==> src/rtl/clk_count_pkg.sv <==
// ---------------------------------------------------------------------------
// clk_count_pkg
// Shared definitions for the digital-clock time-unit counters:
//   - clog2 helper for sizing counters from parameters
//   - default clock rate and digit-group moduli
//   - step encoding used between request decode and value update
// ---------------------------------------------------------------------------
package clk_count_pkg;

  localparam int CLK_HZ  = 32'd1000;
  localparam int SEC_MOD = 32'd60;
  localparam int MIN_MOD = 32'd60;
  localparam int HR_MOD  = 32'd24;

  typedef enum logic [1:0] {
    STEP_NONE = 2'd0,
    STEP_UP   = 2'd1,
    STEP_DN   = 2'd2
  } step_t;

  // Number of bits needed to hold values 0..val-1 (0 for val <= 1).
  function automatic int clog2(input int val);
    int res;
    res = 32'd0;
    for (int i = 0; i < 31; i++) begin
      if ((32'sd1 <<< i) < val) begin
        res = i + 32'd1;
      end else begin
        res = res;
      end
    end
    return res;
  endfunction

endpackage

==> src/rtl/clk_count_unit_prescaler.sv <==
// ---------------------------------------------------------------------------
// clk_prescaler
// Divides the base clock into a one-cycle unit tick every DIV enabled cycles.
// Ports:
//   CLK    base clock
//   rst_n  asynchronous active-low reset (pcnt -> 0)
//   clr    synchronous clear of pcnt
//   en     advance enable; 0 freezes pcnt and suppresses tick
//   tick   combinational, en & (pcnt == DIV-1)
// ---------------------------------------------------------------------------
module clk_prescaler
  import clk_count_pkg::*;
#(
  parameter int DIV = 1000
) (
  input  logic CLK,
  input  logic rst_n,
  input  logic clr,
  input  logic en,
  output logic tick
);

  // DIV=1 still gets a 1-bit counter that simply stays at 0, so tick = en.
  localparam int PW = (DIV > 1) ? clog2(DIV) : 1;
  localparam logic [PW-1:0] LAST = PW'(DIV - 1);

  logic [PW-1:0] pcnt_r;
  logic          at_last_s;

  assign at_last_s = (pcnt_r == LAST);
  assign tick      = en & at_last_s;

  // Prescale counter: clear has priority, wraps on the tick cycle.
  always_ff @(posedge CLK or negedge rst_n) begin
    if (!rst_n) begin
      pcnt_r <= {PW{1'b0}};
    end else if (clr) begin
      pcnt_r <= {PW{1'b0}};
    end else if (tick) begin
      pcnt_r <= {PW{1'b0}};
    end else if (en) begin
      pcnt_r <= pcnt_r + PW'(1);
    end else begin
      pcnt_r <= pcnt_r;
    end
  end

endmodule

==> src/rtl/clk_count_unit.sv <==
// ---------------------------------------------------------------------------
// clk_count_unit
// Modulo-MODULUS time-unit counter with optional internal prescaler,
// up/down counting, manual encoder steps, range-checked parallel load and
// carry/borrow outputs for chaining into the next stage's en_step.
// Ports:
//   CLK, rst_n      base clock, asynchronous active-low reset
//   rst_counters    synchronous clear of prescaler and value
//   en              prescaler advance enable (PRESCALE_EN=1)
//   en_step         external step pulse (PRESCALE_EN=0)
//   dir_down        tick direction, 1 = count down
//   enc_inc/enc_dec manual +1 / -1 pulses
//   load, load_val  parallel load strobe and value
//   value           registered count
//   tick            unit tick (combinational)
//   carry/borrow    combinational wrap indicators, aligned with the request
//   load_err        registered one-cycle pulse after a rejected load
// ---------------------------------------------------------------------------
module clk_count_unit
  import clk_count_pkg::*;
#(
  parameter int DIV         = 1000,
  parameter int MODULUS     = 60,
  parameter int WIDTH       = 8,
  parameter int PRESCALE_EN = 1
) (
  input  logic             CLK,
  input  logic             rst_n,
  input  logic             rst_counters,
  input  logic             en,
  input  logic             en_step,
  input  logic             dir_down,
  input  logic             enc_inc,
  input  logic             enc_dec,
  input  logic             load,
  input  logic [WIDTH-1:0] load_val,
  output logic [WIDTH-1:0] value,
  output logic             tick,
  output logic             carry,
  output logic             borrow,
  output logic             load_err
);

  if (DIV < 1) begin : g_bad_div
    $error("clk_count_unit: DIV must be >= 1");
  end
  if (MODULUS < 2) begin : g_bad_mod_lo
    $error("clk_count_unit: MODULUS must be >= 2");
  end
  if (64'(MODULUS) > (64'd1 << WIDTH)) begin : g_bad_mod_hi
    $error("clk_count_unit: MODULUS must not exceed 2**WIDTH");
  end

  // MODULUS may equal 2**WIDTH, so the bound is compared one bit wider.
  localparam logic [WIDTH-1:0] MAX_VAL = WIDTH'(MODULUS - 1);
  localparam logic [WIDTH:0]   MOD_EXT = (WIDTH + 1)'(MODULUS);

  logic             tick_s;
  logic             up_req_s;
  logic             dn_req_s;
  step_t            step_s;
  logic             load_ok_s;
  logic [WIDTH-1:0] value_nxt_s;
  logic             load_err_nxt_s;
  logic             carry_s;
  logic             borrow_s;
  logic [WIDTH-1:0] value_r;
  logic             load_err_r;

  if (PRESCALE_EN != 0) begin : g_pre
    logic unused_en_step_s;
    assign unused_en_step_s = en_step;

    clk_prescaler #(
      .DIV (DIV)
    ) u_prescaler (
      .CLK   (CLK),
      .rst_n (rst_n),
      .clr   (rst_counters),
      .en    (en),
      .tick  (tick_s)
    );
  end else begin : g_nopre
    logic unused_en_s;
    assign unused_en_s = en;
    assign tick_s      = en_step;
  end

  assign up_req_s  = enc_inc | (tick_s & ~dir_down);
  assign dn_req_s  = enc_dec | (tick_s & dir_down);
  assign load_ok_s = ({1'b0, load_val} < MOD_EXT);

  // Step decode: coincident same-direction sources collapse, opposing cancel.
  always_comb begin
    step_s = STEP_NONE;
    case ({up_req_s, dn_req_s})
      2'b10:   step_s = STEP_UP;
      2'b01:   step_s = STEP_DN;
      default: step_s = STEP_NONE;
    endcase
  end

  // Next value with priority clear > load > step; wraps flag carry/borrow.
  always_comb begin
    value_nxt_s    = value_r;
    load_err_nxt_s = 1'b0;
    carry_s        = 1'b0;
    borrow_s       = 1'b0;
    if (rst_counters) begin
      value_nxt_s = {WIDTH{1'b0}};
    end else if (load) begin
      if (load_ok_s) begin
        value_nxt_s = load_val;
      end else begin
        load_err_nxt_s = 1'b1;
      end
    end else begin
      case (step_s)
        STEP_UP: begin
          if (value_r == MAX_VAL) begin
            value_nxt_s = {WIDTH{1'b0}};
            carry_s     = 1'b1;
          end else begin
            value_nxt_s = value_r + WIDTH'(1);
          end
        end
        STEP_DN: begin
          if (value_r == {WIDTH{1'b0}}) begin
            value_nxt_s = MAX_VAL;
            borrow_s    = 1'b1;
          end else begin
            value_nxt_s = value_r - WIDTH'(1);
          end
        end
        STEP_NONE: value_nxt_s = value_r;
        default:   value_nxt_s = value_r;
      endcase
    end
  end

  // Count and load-error registers.
  always_ff @(posedge CLK or negedge rst_n) begin
    if (!rst_n) begin
      value_r    <= {WIDTH{1'b0}};
      load_err_r <= 1'b0;
    end else begin
      value_r    <= value_nxt_s;
      load_err_r <= load_err_nxt_s;
    end
  end

  assign value    = value_r;
  assign load_err = load_err_r;
  assign tick     = tick_s;
  assign carry    = carry_s;
  assign borrow   = borrow_s;

endmodule

==> config.mk <==
export PLATFORM = sky130hd
export DESIGN_NAME = clk_count_unit
export DESIGN_NICKNAME = d
export VERILOG_FILES = /design/src/rtl/clk_count_pkg.sv /design/src/rtl/clk_count_unit_prescaler.sv /design/src/rtl/clk_count_unit.sv
export SDC_FILE = /design/constraint.sdc
export NUM_CORES = 1
export LEC_CHECK = 0
export ABC_AREA = 1
export BUFFER_PORTS_ARGS = -buffer_cell sky130_fd_sc_hd__buf_4
export CAP_MARGIN = 20
export CORE_MARGIN = 3
export CORE_UTILIZATION = 55
export CTS_CLUSTER_SIZE = 14
export DETAILED_ROUTE_END_ITERATION = 8
export PLACE_DENSITY = 0.9
export RECOVER_POWER = 50
export SYNTH_ARGS = -nofsm -noshare
export SYNTH_HDL_FRONTEND = slang
export SYNTH_SLANG_ARGS = --single-unit
==> constraint.sdc <==
create_clock -name CLK -period 2.35 [get_ports CLK]
set_input_delay 0.235 -clock CLK [delete_from_list [all_inputs] [get_ports CLK]]
set_output_delay 0.235 -clock CLK [all_outputs]
set_load 0.01 [all_outputs]
==> impl_metrics.json, run 1 <==
{
  "track_usage_pct": 22.1,
  "cts_sinks": 19,
  "synth-seq-area-share_pct": 31.9,
  "antenna_found_initial": 0,
  "fin_cells": 292,
  "syn-num-nets": 251,
  "synth.distinct_cells": 25,
  "fillers": 211,
  "dp.cells": 283,
  "gp_congestion": 0.872,
  "fin_ws_ns": 0.0877,
  "switching_share_pct": 38.7,
  "grt-ovfl-total": 0,
  "drv_slew": 0,
  "ys.flop_type": "dfrtp_1",
  "slowest_delay_ns": 0.42,
  "maxCapViolCount": 0,
  "routed-via-count": 1614,
  "crit_family": "simple AND/OR/NAND/NOR gates",
  "cts_buffers": 3,
  "antenna_left": 0,
  "powerDensity_nw_per_um2": 481,
  "p_int_mw": 0.537,
  "end_kind": "output pin",
  "worstPathMaxFanout": 5,
  "synth_async_sr_flop_share_pct": 100,
  "crit_slowest_cell": "dfrtp_1",
  "antenna_cells": 0,
  "netlist_instances": 228,
  "drt-initial-drc-count": 84,
  "path_buf_inv": 2,
  "final_hold_viol_count": 0,
  "fin_skew_ns": 0.00886,
  "criticalPathCategory": "reg -> out",
  "io_buffers": 27,
  "grt_pass1_wl_um": 5950,
  "crit_chain": "ha_2, nand2_2, nor2_4, nand3_4, o21ai_4, ha_4, inv_2, nor3_2, buf_4",
  "pre_cts_ws_ns": 0.102,
  "slew_headroom_pct": 33.3,
  "area_growth_pct": 22.1,
  "vias_per_cell": 5.53,
  "h-tree-depth": 1,
  "cts-root-buf": "clkbuf_4",
  "grt_pass1_vias": 1383,
  "fp-row-count": 18,
  "synth_edf_count": 0,
  "syn_area_um2": 1490,
  "dieArea_um2": 3370,
  "firstDrtPassIters": 5,
  "wl_per_cell_um": 13.0,
  "clockBufferDepth": 2,
  "post-dp-hpwl_um": 2680,
  "power_frac_clock_pct": 19.3,
  "grt_max_degree": 20,
  "drive_above_1_share_pct": 21.4,
  "die_h_um": 58.1,
  "setup_viol": 0,
  "postSynthAreaPerCell_um2": 6.54,
  "wl_um": 3800,
  "p_seq_share_pct": 46.7,
  "synth_top_area_cell": "dfrtp_1",
  "hp-class": "in -> reg",
  "clk_pin_slew_ns": 0.12,
  "fmax_ghz": 0.442,
  "initial_core_util_pct": 59.1,
  "fp.dieW_um": 58.1,
  "tightest_slew_ns": 1.00,
  "yosysWarnings": 0,
  "p_leak_nw": 0.891,
  "worstSkewPairLatency_ns": 0.30,
  "combPwrFrac_pct": 34.0,
  "design.core.area_um2": 2520,
  "cts_tree": "yes",
  "outcome": "complete, no violations",
  "synth_top_cell_area_share_pct": 31.9,
  "required_ns": 2.12,
  "crit_arrival_ns": 2.03,
  "netlist_top_cells_area": "dfrtp_1, nand2_1, inv_1, nand3_1, nor2_1",
  "period_minus_slack_ns": 2.26,
  "switching_power_mw": 0.339,
  "tns_ns": 0,
  "fin_crit_sh_pct": 96.3,
  "start_kind": "register",
  "ir_drop_mv": 0.454,
  "synth-seq-cells": 19,
  "drc": 0,
  "io_pins": 29,
  "finish.net_count": 286
}
[layout make-up]
class	count	area, um2	area share, %
repair buffers	34	239	13.1
clock buffers	3	22.5	1.24
well taps	30	37.5	2.06
clock inverters	1	5.00	0.275
inverters	37	143	7.83
flip-flops and latches	19	475	26.1
multi-input cells	168	900	49.4
[layer usage]
metal,global-route usage [%],part of all wire (%),vias to the layer above
met2,35.5,46,77
met3,5.12,8.7,2
met4,1.99,0.32,0
met1,31.7,45,739
li1,-,-,796
met5,0,0,-
[sequential cells by signal, indices dropped and copies added, names as in the netlist]
name and count:
g_pre.u_prescaler.pcnt_r 10, load_err 1, value 8
[worst reg2reg max path, cell delays in order, from the launching register on]
cell	delay, ns
dfrtp_1	0.42
ha_2	0.22
nand2_2	0.09
nor2_4	0.14
nand3_4	0.13
o21ai_2	0.17
inv_1	0.09
ha_4	0.17
buf_4	0.13
a21oi_1	0.29
nand2_1	0.08
nor2_1	0.10
nor2_1	0.04
nor2_1	0.07
[worst paths after layout]
path / startpoint / end / slack, ns / depth (start not counted)
min in group asynchronous: rst_n / g_pre.u_prescaler.pcnt_r[4]$_DFFE_PN0P_ / 0.60 / 2
setup / recovery: g_pre.u_prescaler.pcnt_r[0]$_DFFE_PN0P_ / borrow / 0.09 / 9
hold / removal: en / g_pre.u_prescaler.pcnt_r[1]$_DFFE_PN0P_ / 0.18 / 3
max in group asynchronous: rst_n / g_pre.u_prescaler.pcnt_r[5]$_DFFE_PN0P_ / 1.14 / 2
setup reg to reg: g_pre.u_prescaler.pcnt_r[0]$_DFFE_PN0P_ / value[2]$_DFFE_PN0P_ / 0.15 / 13
hold reg to reg: g_pre.u_prescaler.pcnt_r[7]$_DFFE_PN0P_ / g_pre.u_prescaler.pcnt_r[7]$_DFFE_PN0P_ / 0.52 / 2
[stage by stage]
| stage | utilization (%) | hold WS, ns | power (mW) | instance area (um2) |
|---|---|---|---|---|
| after CTS | 69.6 | 0.180 | 0.870 | 1760 |
| after global routing | 72.2 | 0.207 | 0.933 | 1820 |
| final | 72.2 | 0.176 | 0.876 | 1820 |
| after floorplan | - | -0.0606 | 0.601 | 1490 |
| after global placement | 67.9 | 0.120 | 0.693 | 1710 |
| after detailed placement | 67.9 | 0.120 | 0.701 | 1710 |
[cell families after synthesis]
group / Yosys count / share of synthesized area, %
AOI/OAI and AO/OA: 39 / 13.7
xor gates and xnor gates: 2 / 1.17
adders and majority gates: 6 / 5.03
buffers and inverters: 41 / 11.7
DFF: 19 / 31.9
and+or+nand+nor: 121 / 36.6
[Yosys cell counts (all sizes together), types with 2 or more instances]
library cell / count
nand2: 52
inv: 36
nor2: 36
nand3: 27
a21oi: 19
dfrtp: 19
o21ai: 16
ha: 6
buf: 4
nor3: 3
nand4: 2
xor2: 2
[placed cells by master, fill, tap and decap left out, types with 3 or more instances in the layout]
cell type  Yosys  layout
a21oi_1       19      19
buf_4          3      28
clkbuf_1       0       5
clkbuf_4       0       3
dfrtp_1       19      19
ha_1           6       4
inv_1         34      34
nand2_1       49      48
nand2_2        3       4
nand3_1       24      24
nor2_1        29      28
nor2_2         6       6
o21ai_0       13      11
o21ai_1        3       3
[power groups by stage]
| stage | combinational (mW) | clock (mW) | sequential (mW) |
|---|---|---|---|
| finish | 0.298 | 0.169 | 0.409 |
| global route | 0.334 | 0.184 | 0.416 |
| CTS | 0.290 | 0.172 | 0.408 |
| detailed placement | 0.286 | 0 | 0.415 |
| global placement | 0.280 | 0 | 0.413 |
| floorplan | 0.206 | 0 | 0.395 |
[timing repair]
action,4_1_cts,5_1_grt
setup endpoints to repair,1,6
buffers inserted,0,4
gates resized for setup,3,13
endpoints found under the hold margin,19,0
pin swaps,0,3
hold buffers,1,0
gates cloned,0,0
Power figures use the tool's default switching activity.
==> run 2: changes to the inputs <==
--- a/config.mk
+++ b/config.mk
@@ -7,11 +7,11 @@
 export LEC_CHECK = 0
 export ABC_AREA = 1
-export BUFFER_PORTS_ARGS = -buffer_cell sky130_fd_sc_hd__buf_4
 export CAP_MARGIN = 20
 export CORE_MARGIN = 3
-export CORE_UTILIZATION = 55
+export CORE_UTILIZATION = 45
 export CTS_CLUSTER_SIZE = 14
 export DETAILED_ROUTE_END_ITERATION = 8
-export PLACE_DENSITY = 0.9
+export DONT_BUFFER_PORTS = 1
+export PLACE_DENSITY = 0.7
 export RECOVER_POWER = 50
 export SYNTH_ARGS = -nofsm -noshare
==> constraint.sdc (replaced) <==
create_clock -name CLK -period 2.35 [get_ports CLK]
set_input_delay 0 -clock CLK [delete_from_list [all_inputs] [get_ports CLK]]
set_output_delay 0 -clock CLK [all_outputs]
set_load 0.01 [all_outputs]
==> run 2 against run 1 <==
- routed wire length decreased by 1.0%
- clock power increased by 3%
- hold slack got worse by 0.13 ns
- critical path depth increased by 2
- final cell count decreased by 0.68%
==> impl_metrics.json, run 2 (synthesis results as in run 1) <==
{
  "fp-row-count": 20,
  "final_cell_mix": "nand2_1, inv_1, nor2_1, nand3_1, dfrtp_1",
  "crit_family": "buffers and inverters",
  "largest_register": "g_pre.u_prescaler.pcnt_r",
  "tns_ns": 0,
  "routed-via-count": 1499,
  "cts-root-buf": "clkbuf_4",
  "final_area_um2": 1740,
  "start_kind": "primary input",
  "p_int_mw": 0.515,
  "dieArea_um2": 4040,
  "drv_slew": 0,
  "clockBufferDepth": 2,
  "cts_tree": "yes",
  "outcome": "complete, no violations",
  "gp_congestion": 0.847,
  "mostFrequentLayoutCell": "nand2_1",
  "fin_crit_sh_pct": 93.7,
  "fp.dieW_um": 63.6,
  "ir_drop_mv": 0.404,
  "design.core.area_um2": 3100,
  "p_leak_nw": 0.818,
  "slew_headroom_pct": 43.5,
  "powerDensity_nw_per_um2": 489,
  "fmax_ghz": 0.454,
  "wl_per_cell_um": 13.0,
  "largest_register_ffs": 10,
  "drive_above_1_share_pct": 11.4,
  "clk_pin_slew_ns": 0.12,
  "power_mw": 0.850,
  "combPwrFrac_pct": 29.6,
  "area_growth_pct": 16.6,
  "worstPathMaxFanout": 10,
  "grt_max_degree": 20,
  "switching_share_pct": 39.4,
  "drc": 0,
  "switching_power_mw": 0.334,
  "io_buffers": 0,
  "crit_slowest_cell": "dlygate4sd3_1",
  "power_frac_clock_pct": 20.5,
  "p_seq_share_pct": 49.9,
  "h-tree-depth": 1,
  "grt_pass1_wl_um": 6530,
  "antenna_left": 0,
  "maxCapViolCount": 0,
  "setup_viol": 0,
  "criticalPathCategory": "in -> reg",
  "cts_buffers": 3,
  "io_pins": 29,
  "crit_arrival_ns": 2.40,
  "period_minus_slack_ns": 2.20,
  "tightest_slew_ns": 0.845,
  "vias_per_cell": 5.17,
  "grt-ovfl-total": 0,
  "fin_skew_ns": 0.0154,
  "firstDrtPassIters": 4,
  "wl_um": 3760,
  "antenna_found_initial": 0,
  "track_usage_pct": 19.9,
  "slowest_delay_ns": 0.55,
  "antenna_cells": 0,
  "final_hold_viol_count": 0,
  "die_h_um": 63.6,
  "initial_core_util_pct": 48.1,
  "drt-initial-drc-count": 59,
  "hp-class": "in -> reg",
  "end_kind": "register",
  "cts_sinks": 19,
  "crit_chain": "dlygate4sd3_1, nor2_1, dlygate4sd3_1, o21ai_0, dlygate4sd3_1, nand2_1, nand2_2, inv_4, nand2_1, nor2_1, nor2_1",
  "path_buf_inv": 4,
  "post-dp-hpwl_um": 2610,
  "finish.net_count": 270,
  "place_area_um2": 1530,
  "grt_pass1_vias": 1447,
  "required_ns": 2.55,
  "worstSkewPairLatency_ns": 0.31
}
[run 2: area by class of cell]
| cell class | count | area, um2 |
|---|---|---|
| Clock inverter | 1 | 7.51 |
| Timing Repair Buffer | 18 | 175 |
| Sequential cell | 19 | 475 |
| Tap cell | 44 | 55.1 |
| Multi-Input combinational cell | 168 | 861 |
| Clock buffer | 3 | 22.5 |
| Inverter | 37 | 143 |
| Fill cell | 300 | 1360 |
[run 2: repair_timing]
action / in CTS / in global routing
endpoints found under the setup margin: 1 / 9
pin swaps: 1 / 0
hold buffers: 15 / 0
buffers inserted: 1 / 0
hold endpoints to repair: 32 / 0
gates resized for setup: 2 / 7
[run 2: metrics by stage]
step / setup slack (ns) / hold slack (ns) / cells / util [%]
finish: 0.148 / 0.0469 / 290 / 56.0
global route: -0.0122 / 0.0821 / 290 / 56.0
CTS: 0.0803 / 0.0285 / 290 / 55.5
detailed placement: 0.129 / -0.295 / 270 / 49.2
global placement: 0.177 / -0.295 / 270 / 49.2
floorplan: 0.388 / -0.296 / 228 / -
[run 2: power groups by stage]
stage	sequential, mW	clock [mW]	combinational [mW]
finish	0.424	0.174	0.252
global route	0.431	0.199	0.291
CTS	0.423	0.183	0.244
detailed placement	0.430	0	0.212
global placement	0.430	0	0.208
floorplan	0.395	0	0.206
[run 2: metal layers]
| metal | up-vias | global-route usage (%) | share of wire, % |
|---|---|---|---|
| met5 | - | 0 | 0 |
| met4 | 0 | 3.77 | 0.37 |
| met3 | 2 | 6.06 | 9.9 |
| met2 | 52 | 31.7 | 46 |
| met1 | 678 | 26.8 | 44 |
| li1 | 767 | - | - |
[run 2: path summary, 6_finish.rpt]
path | from | to | slack, ns | cells after the start
max in group asynchronous | rst_n | g_pre.u_prescaler.pcnt_r[7]$_DFFE_PN0P_ | 1.59 | 1
worst max-delay path | load_val[7] | value[2]$_DFFE_PN0P_ | 0.15 | 11
worst min register to register | g_pre.u_prescaler.pcnt_r[7]$_DFFE_PN0P_ | g_pre.u_prescaler.pcnt_r[7]$_DFFE_PN0P_ | 0.52 | 2
worst max register to register | g_pre.u_prescaler.pcnt_r[0]$_DFFE_PN0P_ | value[2]$_DFFE_PN0P_ | 0.18 | 13
worst min-delay path | load | value[3]$_DFFE_PN0P_ | 0.05 | 4
min in group asynchronous | rst_n | g_pre.u_prescaler.pcnt_r[9]$_DFFE_PN0P_ | 0.22 | 1
[run 2: worst min-delay path, delay by kind of cell]
kind / cells / cell delay (ns)
buffers and inverters: 1 / 0.05
AOI/OAI and AO/OA: 2 / 0.22
and+or+nand+nor: 1 / 0.07
==> run 3: changes to the inputs <==
PLACE_DENSITY = unset   (was 0.7)
==> run 3 against run 2 <==
- count of clock-buffer cells in the layout is the same
- via count grew 1.3%
- die area is the same
- core utilization is essentially flat
- routed wire length grew 4.2%
- flip-flop and latch count is the same
- combinational power is essentially flat
- clock power grew 10%
- total power grew 2.2%
- register-to-register slack is essentially flat
- critical endpoint is now load_err$_DFF_PN0_
==> impl_metrics.json, run 3 (synthesis results as in run 1) <==
{
  "outcome": "complete, no violations",
  "largest_register": "g_pre.u_prescaler.pcnt_r",
  "period_minus_slack_ns": 2.23,
  "fp-row-count": 20,
  "pre_cts_ws_ns": 0.0492,
  "tns_ns": 0,
  "end_kind": "register",
  "slew_headroom_pct": 37.9,
  "gp_congestion": 0.863,
  "fin_ws_ns": 0.116,
  "crit_arrival_ns": 2.47,
  "rsz0062_at_grt": "false",
  "cts_tree": "yes",
  "dieArea_um2": 4040,
  "io_buffers": 0,
  "h-tree-depth": 1,
  "tightest_slew_ns": 0.928,
  "fin_skew_ns": 0.00801,
  "maxCapViolCount": 0,
  "drc": 0,
  "drive_above_1_share_pct": 11.3,
  "routed-via-count": 1518,
  "grt_max_degree": 20,
  "fp.dieW_um": 63.6,
  "largest_register_ffs": 10,
  "track_usage_pct": 20.5,
  "wl_per_cell_um": 13.5,
  "setup_viol": 0,
  "grt_pass1_wl_um": 6600,
  "cts-root-buf": "clkbuf_4",
  "area_growth_pct": 16.7,
  "grt-ovfl-total": 0,
  "clk_pin_slew_ns": 0.14,
  "antenna_cells": 0,
  "die_h_um": 63.6,
  "required_ns": 2.59,
  "design.core.area_um2": 3100,
  "final_hold_viol_count": 0,
  "grt_pass1_vias": 1436,
  "mostFrequentLayoutCell": "nand2_1",
  "vias_per_cell": 5.22,
  "antenna_found_initial": 0,
  "hp-class": "in -> reg",
  "p_leak_nw": 0.816,
  "worstPathMaxFanout": 2,
  "final_cell_mix": "nand2_1, inv_1, nor2_1, nand3_1, dfrtp_1",
  "worstSkewPairLatency_ns": 0.32,
  "post-dp-hpwl_um": 2840,
  "cts_sinks": 19,
  "drt-initial-drc-count": 115,
  "cts_buffers": 3,
  "criticalPathCategory": "in -> reg",
  "fmax_ghz": 0.448,
  "firstDrtPassIters": 4,
  "start_kind": "primary input",
  "power_mw": 0.868,
  "powerDensity_nw_per_um2": 499,
  "fin_crit_sh_pct": 95.1,
  "wl_um": 3910,
  "drv_slew": 0,
  "ir_drop_mv": 0.295,
  "initial_core_util_pct": 48.1,
  "io_pins": 29,
  "antenna_left": 0,
  "clockBufferDepth": 2,
  "rrSetupSlack_ns": 0.17,
  "finish.net_count": 271
}
[run 3: cell count changes in the layout (fill, tap and decap cells not counted), sizes merged]
cell,previous run,this run
buf,3,4
dlygate4sd3,14,15
dlymetal6s4s,1,0
[run 3: routing by layer]
layer  global-route usage, %  share of wire [%]  up-vias
met1                    29.3                 48      697
met2                    31.8                 44       49
li1                        -                  -      765
met4                    6.20                1.2        0
met5                       0                  0        -
met3                    3.03                5.8        7
[run 3: where the power goes]
part	total, mW	switching, mW	internal (mW)
Sequential	0.422	0.0706	0.351
Combinational	0.255	0.156	0.0994
Clock	0.192	0.127	0.0650
[run 3: per-stage QoR]
stage | instances | hold slack [ns] | util (%) | area (um2)
after floorplan | 228 | -0.296 | - | 1490
after global placement | 272 | -0.295 | 49.7 | 1540
after detailed placement | 272 | -0.295 | 49.7 | 1540
after CTS | 291 | 0.0161 | 55.7 | 1730
after global routing | 291 | 0.0623 | 56.1 | 1740
final | 291 | 0.0281 | 56.1 | 1740
[run 3: critical path, stage by stage]
cell and delay (ns):
dlygate4sd3_1 0.54, nor2_1 0.07, dlygate4sd3_1 0.54, o21ai_0 0.08
dlygate4sd3_1 0.57, nand2_1 0.09, dlygate4sd3_1 0.55, inv_1 0.04
[run 3: final cells by class]
class	instances	area, um2
multi-input cells	168	857
flip-flops and latches	19	475
clock buffers	3	22.5
inverters	37	143
well taps	44	55.1
repair buffers	19	180
clock inverters	1	7.51
fillers	327	1360
[run 3: worst paths after layout]
check / cells past startpoint / to / from
min in group asynchronous: 1 / g_pre.u_prescaler.pcnt_r[7]$_DFFE_PN0P_ / rst_n
hold reg to reg: 2 / g_pre.u_prescaler.pcnt_r[7]$_DFFE_PN0P_ / g_pre.u_prescaler.pcnt_r[7]$_DFFE_PN0P_
setup reg to reg: 13 / value[2]$_DFFE_PN0P_ / g_pre.u_prescaler.pcnt_r[0]$_DFFE_PN0P_
max in group asynchronous: 1 / value[2]$_DFFE_PN0P_ / rst_n
setup / recovery: 8 / load_err$_DFF_PN0_ / load_val[7]
hold / removal: 4 / value[5]$_DFFE_PN0P_ / load
[run 3: what timing repair did]
| item | CTS | global route |
|---|---|---|
| hold buffers | 15 | 0 |
| gates resized for setup | 1 | 6 |
| buffers inserted | 0 | 0 |
| setup endpoints to repair | 1 | 8 |
| endpoints found under the hold margin | 32 | 0 |
